[config.mk]
export PLATFORM = sky130hd
export DESIGN_NAME = mc_mips_ctrl_wait
export DESIGN_NICKNAME = d
export VERILOG_FILES = /design/src/rtl/mc_mips_pkg.sv /design/src/rtl/mc_mips_alu_dec.sv /design/src/rtl/mc_mips_ctrl_wait.sv
export SDC_FILE = /design/constraint.sdc
export NUM_CORES = 1
export LEC_CHECK = 0
export ABC_AREA = 1
export CAP_MARGIN = 5
export CORE_UTILIZATION = 44
export CTS_CLUSTER_SIZE = 30
export DETAILED_ROUTE_END_ITERATION = 7
export PLACE_DENSITY = 0.86
export SYNTH_ARGS = -nofsm -noshare
export SYNTH_HDL_FRONTEND = slang
export SYNTH_HIERARCHICAL = 1
export SYNTH_SLANG_ARGS = --single-unit
[constraint.sdc]
create_clock -name clk -period 4.75 [get_ports clk]
set_input_delay 0.95 -clock clk [delete_from_list [all_inputs] [get_ports clk]]
set_output_delay 0.95 -clock clk [all_outputs]
set_load 0.01 [all_outputs]
[src/rtl/mc_mips_pkg.sv]
// mc_mips_pkg: shared state, opcode, funct, control encodings and trap causes
// for the wait-state multi-cycle MIPS controller.
package mc_mips_pkg;
  typedef enum logic [4:0] {
    S_FETCH, S_DECODE, S_J, S_BEQ, S_BNE, S_JR, S_MEMADR, S_MEMRD, S_MEMWB,
    S_MEMWR, S_RT_EX, S_RT_WB, S_ADDI_EX, S_ADDI_WB, S_ANDI_EX, S_ANDI_WB,
    S_JAL, S_TRAP
  } state_e;
  typedef enum logic [1:0] {AC_ADD, AC_SUB, AC_FUNCT, AC_AND} alu_class_e;
  localparam logic [5:0] OP_RTYPE = 6'b000000;
  localparam logic [5:0] OP_J     = 6'b000010;
  localparam logic [5:0] OP_JAL   = 6'b000011;
  localparam logic [5:0] OP_BEQ   = 6'b000100;
  localparam logic [5:0] OP_BNE   = 6'b000101;
  localparam logic [5:0] OP_ADDI  = 6'b001000;
  localparam logic [5:0] OP_ANDI  = 6'b001100;
  localparam logic [5:0] OP_JR    = 6'b100000;
  localparam logic [5:0] OP_LW    = 6'b100011;
  localparam logic [5:0] OP_SW    = 6'b101011;
  localparam logic [5:0] F_ADD = 6'b100000;
  localparam logic [5:0] F_SUB = 6'b100010;
  localparam logic [5:0] F_AND = 6'b100100;
  localparam logic [5:0] F_OR  = 6'b100101;
  localparam logic [5:0] F_SLT = 6'b101010;
  localparam logic [2:0] ALU_AND = 3'b000;
  localparam logic [2:0] ALU_OR  = 3'b001;
  localparam logic [2:0] ALU_ADD = 3'b010;
  localparam logic [2:0] ALU_SUB = 3'b011;
  localparam logic [2:0] ALU_SLT = 3'b100;
  localparam logic [1:0] SRCB_REG  = 2'b00;
  localparam logic [1:0] SRCB_4    = 2'b01;
  localparam logic [1:0] SRCB_IMM  = 2'b10;
  localparam logic [1:0] SRCB_IMM2 = 2'b11;
  localparam logic [1:0] PCS_ALU    = 2'b00;
  localparam logic [1:0] PCS_JUMP   = 2'b01;
  localparam logic [1:0] PCS_ALUOUT = 2'b10;
  localparam logic [1:0] PCS_RS     = 2'b11;
  localparam logic [1:0] TC_NONE    = 2'b00;
  localparam logic [1:0] TC_ILLEGAL = 2'b01;
  localparam logic [1:0] TC_TIMEOUT = 2'b10;
  function automatic logic is_mem_state(state_e s);
    return s inside {S_FETCH, S_MEMRD, S_MEMWR};
  endfunction
endpackage

[src/rtl/mc_mips_alu_dec.sv]
// mc_mips_alu_dec: maps the FSM's ALU class and the R-type funct field to
// the 3-bit ALU operation.
module mc_mips_alu_dec
  import mc_mips_pkg::*;
(
  input  logic [1:0] alu_class_i,
  input  logic [5:0] funct_i,
  output logic [2:0] alu_operation_o
);
  logic [2:0] fn_op;
  assign fn_op = funct_i == F_AND ? ALU_AND :
                 funct_i == F_OR  ? ALU_OR  :
                 funct_i == F_SUB ? ALU_SUB :
                 funct_i == F_SLT ? ALU_SLT : ALU_ADD;
  assign alu_operation_o = alu_class_i == AC_SUB   ? ALU_SUB :
                           alu_class_i == AC_AND   ? ALU_AND :
                           alu_class_i == AC_FUNCT ? fn_op   : ALU_ADD;
endmodule

[src/rtl/mc_mips_ctrl_wait.sv]
// mc_mips_ctrl_wait: multi-cycle MIPS controller with mem_ack wait states,
// bounded wait timeout and trap state; MC_MIPS_INSTRET_EN adds a retired count.
module mc_mips_ctrl_wait
  import mc_mips_pkg::*;
#(
  parameter int TMO_W   = 4,
  parameter int TMO_MAX = 15,
  parameter int CNT_W   = 32
) (
  input  logic             clk,
  input  logic             rst,
  input  logic [5:0]       opcode,
  input  logic [5:0]       funct,
  input  logic             zero,
  input  logic             mem_ack,
  output logic             iord,
  output logic             mem_read,
  output logic             mem_write,
  output logic             ir_write,
  output logic             reg_dst,
  output logic             last_reg,
  output logic             mem_to_reg,
  output logic             pc_to_reg,
  output logic             reg_write,
  output logic             alu_src_a,
  output logic             pc_load,
  output logic [1:0]       alu_src_b,
  output logic [1:0]       pc_src,
  output logic [2:0]       alu_operation,
  output logic             trap,
  output logic [1:0]       trap_cause,
  output logic [CNT_W-1:0] instret
);
  state_e           state_q, state_d;
  logic [TMO_W-1:0] cnt_q, cnt_d;
  logic [1:0]       cause_q, cause_d;
  logic             trap_q;
  logic             waiting, timeout, pc_write, beq, bne;
  alu_class_e       alu_class;
  logic [2:0]       alu_op;
  always_comb begin
    waiting = is_mem_state(state_q) && !mem_ack;
    timeout = waiting && cnt_q == TMO_W'(TMO_MAX - 1);
    cnt_d   = waiting ? cnt_q + TMO_W'(1) : '0;
    state_d = state_q;
    cause_d = cause_q;
    case (state_q)
      S_FETCH:   state_d = mem_ack ? S_DECODE : S_FETCH;
      S_DECODE:
        case (opcode)
          OP_J:         state_d = S_J;
          OP_BEQ:       state_d = S_BEQ;
          OP_BNE:       state_d = S_BNE;
          OP_JR:        state_d = S_JR;
          OP_LW, OP_SW: state_d = S_MEMADR;
          OP_RTYPE:     state_d = S_RT_EX;
          OP_ADDI:      state_d = S_ADDI_EX;
          OP_ANDI:      state_d = S_ANDI_EX;
          OP_JAL:       state_d = S_JAL;
          default: begin
            state_d = S_TRAP;
            cause_d = TC_ILLEGAL;
          end
        endcase
      S_MEMADR:  state_d = opcode == OP_SW ? S_MEMWR : S_MEMRD;
      S_MEMRD:   state_d = mem_ack ? S_MEMWB : S_MEMRD;
      S_MEMWR:   state_d = mem_ack ? S_FETCH : S_MEMWR;
      S_RT_EX:   state_d = S_RT_WB;
      S_ADDI_EX: state_d = S_ADDI_WB;
      S_ANDI_EX: state_d = S_ANDI_WB;
      S_TRAP:    state_d = S_TRAP;
      default:   state_d = S_FETCH;
    endcase
    // an ack in the final allowed wait cycle has already cleared waiting
    if (timeout) begin
      state_d = S_TRAP;
      cause_d = TC_TIMEOUT;
    end
  end
  always_comb begin
    {iord, mem_read, mem_write, ir_write, reg_dst, last_reg} = '0;
    {mem_to_reg, pc_to_reg, reg_write, alu_src_a, pc_write, beq, bne} = '0;
    alu_src_b = SRCB_REG;
    pc_src    = PCS_ALU;
    alu_class = AC_ADD;
    case (state_q)
      S_FETCH: begin
        mem_read  = 1'b1;
        alu_src_b = SRCB_4;
        ir_write  = mem_ack;
        pc_write  = mem_ack;
      end
      S_DECODE:  alu_src_b = SRCB_IMM2;
      S_J:       {pc_src, pc_write} = {PCS_JUMP, 1'b1};
      S_BEQ:     {alu_src_a, alu_class, pc_src, beq} = {1'b1, AC_SUB, PCS_ALUOUT, 1'b1};
      S_BNE:     {alu_src_a, alu_class, pc_src, bne} = {1'b1, AC_SUB, PCS_ALUOUT, 1'b1};
      S_JR:      {pc_src, pc_write} = {PCS_RS, 1'b1};
      S_MEMADR:  {alu_src_a, alu_src_b} = {1'b1, SRCB_IMM};
      S_MEMRD:   {iord, mem_read} = 2'b11;
      S_MEMWB:   {mem_to_reg, reg_write} = 2'b11;
      S_MEMWR:   {iord, mem_write} = 2'b11;
      S_RT_EX:   {alu_src_a, alu_class} = {1'b1, AC_FUNCT};
      S_RT_WB:   {reg_dst, reg_write} = 2'b11;
      S_ADDI_EX: {alu_src_a, alu_src_b} = {1'b1, SRCB_IMM};
      S_ANDI_EX: {alu_src_a, alu_src_b, alu_class} = {1'b1, SRCB_IMM, AC_AND};
      S_ADDI_WB, S_ANDI_WB: reg_write = 1'b1;
      S_JAL: begin
        {pc_write, pc_to_reg, last_reg, reg_write} = 4'b1111;
        pc_src = PCS_JUMP;
      end
      default: ;
    endcase
  end
  mc_mips_alu_dec u_alu_dec (
    .alu_class_i    (alu_class),
    .funct_i        (funct),
    .alu_operation_o(alu_op)
  );
  assign alu_operation = state_q == S_TRAP ? 3'b000 : alu_op;
  assign pc_load       = pc_write | (beq & zero) | (bne & ~zero);
  assign trap          = trap_q;
  assign trap_cause    = cause_q;
  always_ff @(posedge clk or posedge rst) begin
    if (rst) begin
      state_q <= S_FETCH;
      cnt_q   <= '0;
      trap_q  <= 1'b0;
      cause_q <= TC_NONE;
    end else begin
      state_q <= state_d;
      cnt_q   <= cnt_d;
      trap_q  <= state_d == S_TRAP;
      cause_q <= cause_d;
    end
  end
`ifdef MC_MIPS_INSTRET_EN
  logic [CNT_W-1:0] instret_q;
  always_ff @(posedge clk or posedge rst) begin
    if (rst) instret_q <= '0;
    else if (state_d == S_FETCH && state_q != S_FETCH) instret_q <= instret_q + CNT_W'(1);
  end
  assign instret = instret_q;
`else
  assign instret = '0;
`endif
endmodule

==> results of run 1 <==
## cell type report
| class | count | share of cell area, % |
|---|---|---|
| Tap cell | 44 | 3.18 |
| Sequential cell | 12 | 17.3 |
| Inverter | 39 | 8.45 |
| Multi-Input combinational cell | 177 | 48.1 |
| Clock buffer | 4 | 2.10 |
| Timing Repair Buffer | 36 | 20.8 |
## worst max path at each step
stage                        start          endpoint  slack, ps  cells after the start
final                     funct[5]  alu_operation[0]       1230                     10
after floorplan           funct[4]  alu_operation[2]       2260                      5
after global placement    funct[5]  alu_operation[0]       1230                     10
after detailed placement  funct[5]  alu_operation[0]       1240                     10
after CTS                 funct[5]  alu_operation[0]       1230                     10
after global routing      funct[5]  alu_operation[0]       1080                     10
## power by group
| group | internal, uW | total, uW | switching (uW) |
|---|---|---|---|
| Sequential | 119 | 139 | 20.4 |
| Clock | 46.7 | 82.5 | 35.8 |
| Combinational | 143 | 321 | 178 |
## kinds of logic after synthesis
| logic type | Yosys count | synth area share (%) |
|---|---|---|
| AOI/OAI and AO/OA | 14 | 5.76 |
| xor gates and xnor gates | 2 | 1.24 |
| buffers and inverters | 72 | 27.9 |
| DFF | 12 | 21.3 |
| and+or+nand+nor | 127 | 41.8 |
| other | 1 | 0.266 |
| adders and majority gates | 2 | 1.77 |
## synthesized netlist by cell type, drive strengths merged (2+ instances only)
cell,n
nand3b,2
nand3,28
ha,2
buf,33
nor2,48
dfrtp,12
nand4,4
inv,38
nand2,43
o211ai,2
a21oi,7
o21ai,2
## state kept, by name, summed over array words and instances, names as in the netlist
signal	cells
cnt_q	4
state_q	5
trap	1
trap_cause	2
## per-layer routing
layer  global-route usage [%]  share of wire [%]
met1                     23.7                 44
met2                     29.6                 48
met3                     2.86                5.7
met4                     8.16                1.9
met5                        0                  0
## per-stage QoR
| stage | area [sq um] | util, % | setup WS [ps] | hold slack (ps) | total power (uW) |
|---|---|---|---|---|---|
| floorplan | 1530 | - | 2260 | 452 | 351 |
| global placement | 1700 | 55.5 | 1230 | 472 | 460 |
| detailed placement | 1700 | 55.5 | 1240 | 478 | 463 |
| CTS | 1730 | 56.7 | 1230 | 497 | 548 |
| global route | 1730 | 56.7 | 1080 | 525 | 590 |
| finish | 1730 | 56.7 | 1230 | 494 | 543 |
==> flow_summary.ini, run 1 <==
[worst_setup_path]
rrSetupSlack_ps = 3310
endpoint_kind = primary output
r2r_end = trap$_DFF_PP0_
r2r_cells = 8
path_cells = clkdlybuf4s50_1, inv_1, nor2_2, nand3_1, nand2_1, nand2_1, nand2_1, inv_1, nor2_1, clkdlybuf4s50_1
path_buf_inv = 4
r2r_start = state_q[1]$_DFF_PP0_
cpMostUsedCell = nand2_1
worstSetupPathType = input port to primary output
cp.arrival_ps = 2570
startpoint_type = input port
path_delay_family = buffers and inverters
cp.required_ps = 3800
slowest_stage = clkdlybuf4s50_1
worstPathMaxFanout = 4
slowest_delay_ps = 540

[cells_and_area]
mostFrequentLayoutCells = nor2_1, nand2_1, clkdlybuf4s50_1
multi_input_area_sq_um = 833
stdcell_count = 312
seqCellArea_sq_um = 300
drive_above_1_share_pct = 9.33
antennaDiodeCount = 0
nNetsFinal = 287
nFillCells = 330
final_common_cell = nor2_1
syn2layout_area_growth_pct = 22.7

[sta]
clock-skew-final_ps = 1.83
max_freq_ghz = 0.284
period_minus_slack_ps = 3520
rsz0062_at_grt = no
setup_viol = 0
finalMaxSlewViolations = 0
fin_crit_sh_pct = 74.1
finalSetupTns_ps = 0
hold_violations = 0

[synth]
yosysWarnings = 6
synth_edf_count = 0
syn_area_sq_um = 1410
synth_flop_cell = dfrtp_1
async_flop_share_pct = 100
yosysSeqAreaShare_pct = 21.3
ys_seq_elements = 12
synth_area_leader_cell = dfrtp_1
synthCells = 230
avgSynthCellArea_sq_um = 6.14
synth_top_area_share_pct = 21.3
yosysUniqueCellTypes = 27
synth.area.top_cells = dfrtp_1, buf_4, nor2_1

[clock_tree]
path_clk_slew_ps = 70
htreeDepth = 1
cts-root-buf = clkbuf_4
clk_path_buf_depth = 2
cts_tree = done
clock_latency_ps = 280
cts_resized = 0
cts_made_buffers = 3
post-cts-setup-buffers = 0
cts.sinks = 12
cts_hold_buffers = 0

[die]
io_pins = 69
rows = 20
core_sq_um = 3050
initial_utilization_pct = 46.2
dieWidth_um = 58.6
dieArea_sq_um = 3440
die_y_um = 58.6

[hold_path]
min_from = cnt_q[0]$_DFF_PP0_
hold_class = register to register
min_path_cells = 1
holdPathEnd = cnt_q[0]$_DFF_PP0_

[status]
status = complete, no violations

[grt]
grt_pass1_vias = 1244
gr-total-overflow = 0
grt.total_usage_pct = 18.1
antenna_found_initial = 0
grt_first_pass_wirelength_um = 4870
grt_max_degree = 13

[drt]
drt-initial-drc-count = 38
drc = 0
post_drt_wl_per_cell_um = 9.10
route.antenna.remaining_nets = 0
num_vias = 1395
routed_via_density = 4.47
detail_route.first_pass.iterations = 4
routed_wl_um = 2840

[pwr]
leakage_uw = 0.000951
max-vdd-ir-drop_mv = 0.192
power.density_nw_per_um2 = 313

[place]
hpwlAfterDp_um = 2390
place_inst = 308
gp_congestion = 0.865
io_buffers = 36

[run]
maxCapViolations = 0
No activity file was read; power rests on OpenSTA's default activity.
==> run 2: changes to the inputs <==
- CORE_UTILIZATION: 44 -> 37
- PLACE_DENSITY: 0.86 -> 0.77
- clock period: 4.75 -> 2.85 ns (I/O delays scaled with it)
==> run 2 against run 1 <==
Sequential cell count unchanged. Cell count is 1.6% higher. Count of clock-buffer cells in the layout did not move. Worst hold slack lost 1.8 ps. Sequential share of layout area decreased by 0.27 points. Design area up 3.3%. Sequential power increased by 73%. Clock skew is 1.5 ps higher.
==> flow_summary.ini, run 2 (same netlist as run 1, synthesis figures left out) <==
[status]
status = complete, no violations

[cells_and_area]
antennaDiodeCount = 0
drive_above_1_share_pct = 11.9
design_area_sq_um = 1790
final_util_pct = 48.8
largest-register = state_q
final_common_cell = nor2_1
nNetsFinal = 288
multi_input_area_sq_um = 848
syn2layout_area_growth_pct = 26.7
mostFrequentLayoutCells = nor2_1, nand2_1, clkdlybuf4s50_1
seqCellArea_sq_um = 305
nFillCells = 371
largest_reg_flops = 5

[pwr]
pwr-share-clk_pct = 18.7
pwr-share-comb_pct = 56.5
max-vdd-ir-drop_mv = 0.409
seqPwrFrac_pct = 24.8
p_sw_uw = 402
sw_frac_of_total_pct = 41.5
leakage_uw = 0.000983
power.density_nw_per_um2 = 541
internal_power_uw = 565

[drt]
num_vias = 1425
drc = 0
detail_route.first_pass.iterations = 5
route.antenna.remaining_nets = 0
drt-initial-drc-count = 71
routed_via_density = 4.50
routed_wl_um = 2830
post_drt_wl_per_cell_um = 8.93

[die]
initial_utilization_pct = 38.6
rows = 22
io_pins = 69
core_sq_um = 3660
die_y_um = 63.8
dieArea_sq_um = 4070
dieWidth_um = 63.8

[worst_setup_path]
rrSetupSlack_ps = 1420
slowest_stage = clkdlybuf4s50_1
path_cells = clkdlybuf4s50_1, nand3_1, nor4_2, inv_1, nor2_1, clkdlybuf4s50_1
cp.required_ps = 2280
slowest_delay_ps = 530
worstSetupPathType = input port to primary output
endpoint_kind = primary output
path_delay_family = buffers and inverters
worstPathMaxFanout = 4
cp.arrival_ps = 2120
cpMostUsedCell = clkdlybuf4s50_1
path_buf_inv = 3
startpoint_type = input port

[place]
placed_area_sq_um = 1710
io_buffers = 36
hpwlAfterDp_um = 2360
gp_congestion = 0.833

[grt]
gr-total-overflow = 0
antenna_found_initial = 0
grt_pass1_vias = 1228
grt_max_degree = 13
grt_first_pass_wirelength_um = 4710
grt.total_usage_pct = 14.3

[sta]
period_minus_slack_ps = 2690
finalSetupTns_ps = 0
fin_crit_sh_pct = 94.4
rsz0062_at_grt = no
finalMaxSlewViolations = 0
whs_ps = 492
clock-skew-final_ps = 3.34
max_freq_ghz = 0.372
hold_violations = 0
setup_viol = 0

[clock_tree]
path_clk_slew_ps = 50
clock_latency_ps = 240
cts_tree = done
cts-root-buf = clkbuf_8
clk_path_buf_depth = 2
cts_made_buffers = 3
cts_hold_buffers = 0
post-cts-setup-buffers = 0
cts.sinks = 12
htreeDepth = 1

[hold_path]
hold_class = register to register

[run]
maxCapViolations = 0
[run 2: cell types whose count changed in the layout (fill, tap and decap cells not counted), moves of 3 or more]
cell	delta
clkbuf_8	+3
dfrtp_1	-4
clkbuf_4	-3
dfrtp_2	+4
[run 2: cell type report]
type | count | area share [%]
flip-flops and latches | 12 | 17.1
inverters | 39 | 8.19
well taps | 48 | 3.36
repair buffers | 37 | 20.9
clock buffers | 4 | 3.08
multi-input cells | 177 | 47.4
[run 2: power by group through the flow]
stage	Combinational, uW	Clock [uW]	Sequential [uW]
CTS	544	187	233
detailed placement	541	0	235
floorplan	354	0	230
global placement	535	0	234
global route	609	199	245
finish	546	181	240
[run 2: worst reg2reg max path, stage by stage, from the launching register on]
cell	delay (ps)
dfrtp_2	430
inv_2	80
nand2_1	70
nor2_1	180
nand2_1	130
nand3_2	110
nand3b_2	120
nand3_1	130
nand2_1	60
inv_1	50
[run 2: per-layer routing]
metal,global-route usage [%],vias up,part of all wire [%]
li1,-,732,-
met1,16.5,640,44
met2,25.1,49,50
met3,3.04,4,5.3
met4,6.53,0,1.1
met5,0,-,0
[run 2: timing repair]
action	CTS	global route
setup endpoints to repair	0	3
resized for setup	0	10
hold endpoints to repair	0	0
[run 2: per-stage QoR]
step	instances	power, uW	worst slack, ps
2_1_floorplan	261	584	938
3_3_place_gp	313	769	72.8
3_5_place_dp	313	777	64.3
4_1_cts	317	964	34.3
5_1_grt	317	1050	29.5
6_report	317	967	160
[run 2: worst paths after layout]
path	end	start	cells past startpoint
setup reg to reg	trap$_DFF_PP0_	state_q[4]$_DFF_PP0_	9
max in group asynchronous	state_q[2]$_DFF_PP0_	rst	2
setup / recovery	alu_operation[2]	funct[5]	6
hold reg to reg	cnt_q[0]$_DFF_PP0_	cnt_q[0]$_DFF_PP0_	1
min in group asynchronous	cnt_q[3]$_DFF_PP0_	rst	2
hold / removal	cnt_q[0]$_DFF_PP0_	cnt_q[0]$_DFF_PP0_	1
==> run 3: changes to the inputs <==
- HOLD_SLACK_MARGIN: default -> 0.08
- TNS_END_PERCENT: default -> 20
- clock period: 2.85 -> 2.4 ns (I/O delays scaled with it)
==> run 3 against run 2 <==
Sequential share of layout area fell by 0.54 points. Via count rose by 2.0%. Critical path depth rose by 1. Power rose by 22%. Die area did not move. Wire length rose by 8.2%. Worst hold slack got worse by 1.4 ps. Register-to-register slack got worse by 510 ps.
==> flow_summary.ini, run 3 (same netlist as run 1, synthesis figures left out) <==
[status]
status = complete, no violations

[drt]
drc = 0
routed_via_density = 4.47
routed_wl_um = 3060
post_drt_wl_per_cell_um = 9.43
drt-initial-drc-count = 43
route.antenna.remaining_nets = 0
num_vias = 1454
detail_route.first_pass.iterations = 4

[worst_setup_path]
rrSetupSlack_ps = 910
endpoint_kind = primary output
r2r_cells = 11
worstSetupPathType = register to primary output
worstPathMaxFanout = 5
startpoint_type = register
r2r_start = state_q[0]$_DFF_PP0_
r2r_end = trap$_DFF_PP0_
cp.arrival_ps = 1910
cp.required_ps = 1920

[sta]
max_freq_ghz = 0.418
clock-skew-final_ps = 1.00
rsz0062_at_grt = yes
hold_violations = 0
period_minus_slack_ps = 2390
fin_crit_sh_pct = 99.6
setup_viol = 0
finalMaxSlewViolations = 0

[clock_tree]
cts.sinks = 12
path_clk_slew_ps = 50
clk_path_buf_depth = 2
post-cts-setup-buffers = 0
cts-root-buf = clkbuf_8
cts_tree = done
cts_made_buffers = 3
cts_hold_buffers = 0
clock_latency_ps = 240
htreeDepth = 1

[die]
dieWidth_um = 63.8
rows = 22
core_sq_um = 3660
die_y_um = 63.8
dieArea_sq_um = 4070
initial_utilization_pct = 38.6
io_pins = 69

[place]
io_buffers = 36
hpwlAfterDp_um = 2520
placed_area_sq_um = 1770
gp_congestion = 0.857

[cells_and_area]
final_common_cell = nand2_1
design_area_sq_um = 1850
final_util_pct = 50.4
largest_reg_flops = 5
largest-register = state_q
mostFrequentLayoutCells = nand2_1, nor2_1, conb_1
nNetsFinal = 296
antennaDiodeCount = 0
syn2layout_area_growth_pct = 30.9
drive_above_1_share_pct = 14.8

[grt]
gr-total-overflow = 0
antenna_found_initial = 0
grt_max_degree = 13
grt_pass1_vias = 1282
grt.total_usage_pct = 15.5
grt.busiest_layer = met2
grt_first_pass_wirelength_um = 5020
use_met3_pct = 2.32
globalRouteMet2Util_pct = 28.1
grt_use_met1_pct = 17.2

[hold_path]
holdPathEnd = cnt_q[0]$_DFF_PP0_
min_path_cells = 1
hold_class = register to register
min_from = cnt_q[0]$_DFF_PP0_

[pwr]
power_uw = 1180
max-vdd-ir-drop_mv = 0.391
leakage_uw = 0.00107
power.density_nw_per_um2 = 641

[run]
maxCapViolations = 0
## run 3: timing repair
item	4_1_cts	5_1_grt
gates resized for setup	6	9
pin swaps	0	0
cloned	0	0
setup endpoints to repair	4	10
## run 3: stage by stage
step | setup WS [ps] | TNS (ps) | std cells | hold WS [ps]
floorplan | 578 | 0 | 261 | 345
global placement | -191 | -422 | 321 | 474
detailed placement | -179 | -474 | 321 | 473
CTS | -179 | -179 | 325 | 491
global route | -73.9 | -192 | 325 | 501
finish | 8.95 | 0 | 325 | 491
## run 3: area by class of cell
| type | count | area [sq um] |
|---|---|---|
| Fill cell | 383 | 1810 |
| Multi-Input combinational cell | 177 | 846 |
| Timing Repair Buffer | 45 | 434 |
| Sequential cell | 12 | 305 |
| Inverter | 39 | 146 |
| Tap cell | 48 | 60.1 |
| Clock buffer | 4 | 55.1 |
## run 3: worst max-delay path: stages, from the launching register on
cell,delay (ps)
dfrtp_2,460
nor2_2,160
inv_1,90
o22ai_1,150
inv_1,80
buf_4,140
nand3_1,60
clkdlybuf4s50_1,530
## run 3: worst max path at each step
stage / end / slack, ps / depth (start not counted) / from
after floorplan: alu_operation[0] / 580 / 9 / state_q[2]$_DFF_PP0_
after global placement: alu_operation[0] / -190 / 10 / funct[5]
after detailed placement: alu_operation[0] / -180 / 10 / funct[5]
after CTS: alu_operation[2] / -180 / 8 / state_q[0]$_DFF_PP0_
after global routing: alu_src_a / -70 / 7 / state_q[2]$_DFF_PP0_
final: alu_src_a / 9 / 7 / state_q[0]$_DFF_PP0_
## run 3: per-layer routing
| metal | share of wire [%] | wire (um) | vias to the layer above |
|---|---|---|---|
| met1 | 43 | 1320 | 639 |
| met2 | 50 | 1520 | 61 |
| met4 | 1.6 | 49 | 0 |
| met5 | 0 | 0 | - |
| li1 | - | - | 749 |
| met3 | 5.6 | 172 | 5 |
## run 3: where the power goes
part / total (uW) / switching [uW] / internal [uW]
combinational: 675 / 374 / 301
clock: 221 / 75.5 / 145
sequential: 287 / 47.8 / 239
total: 1180 / 497 / 686
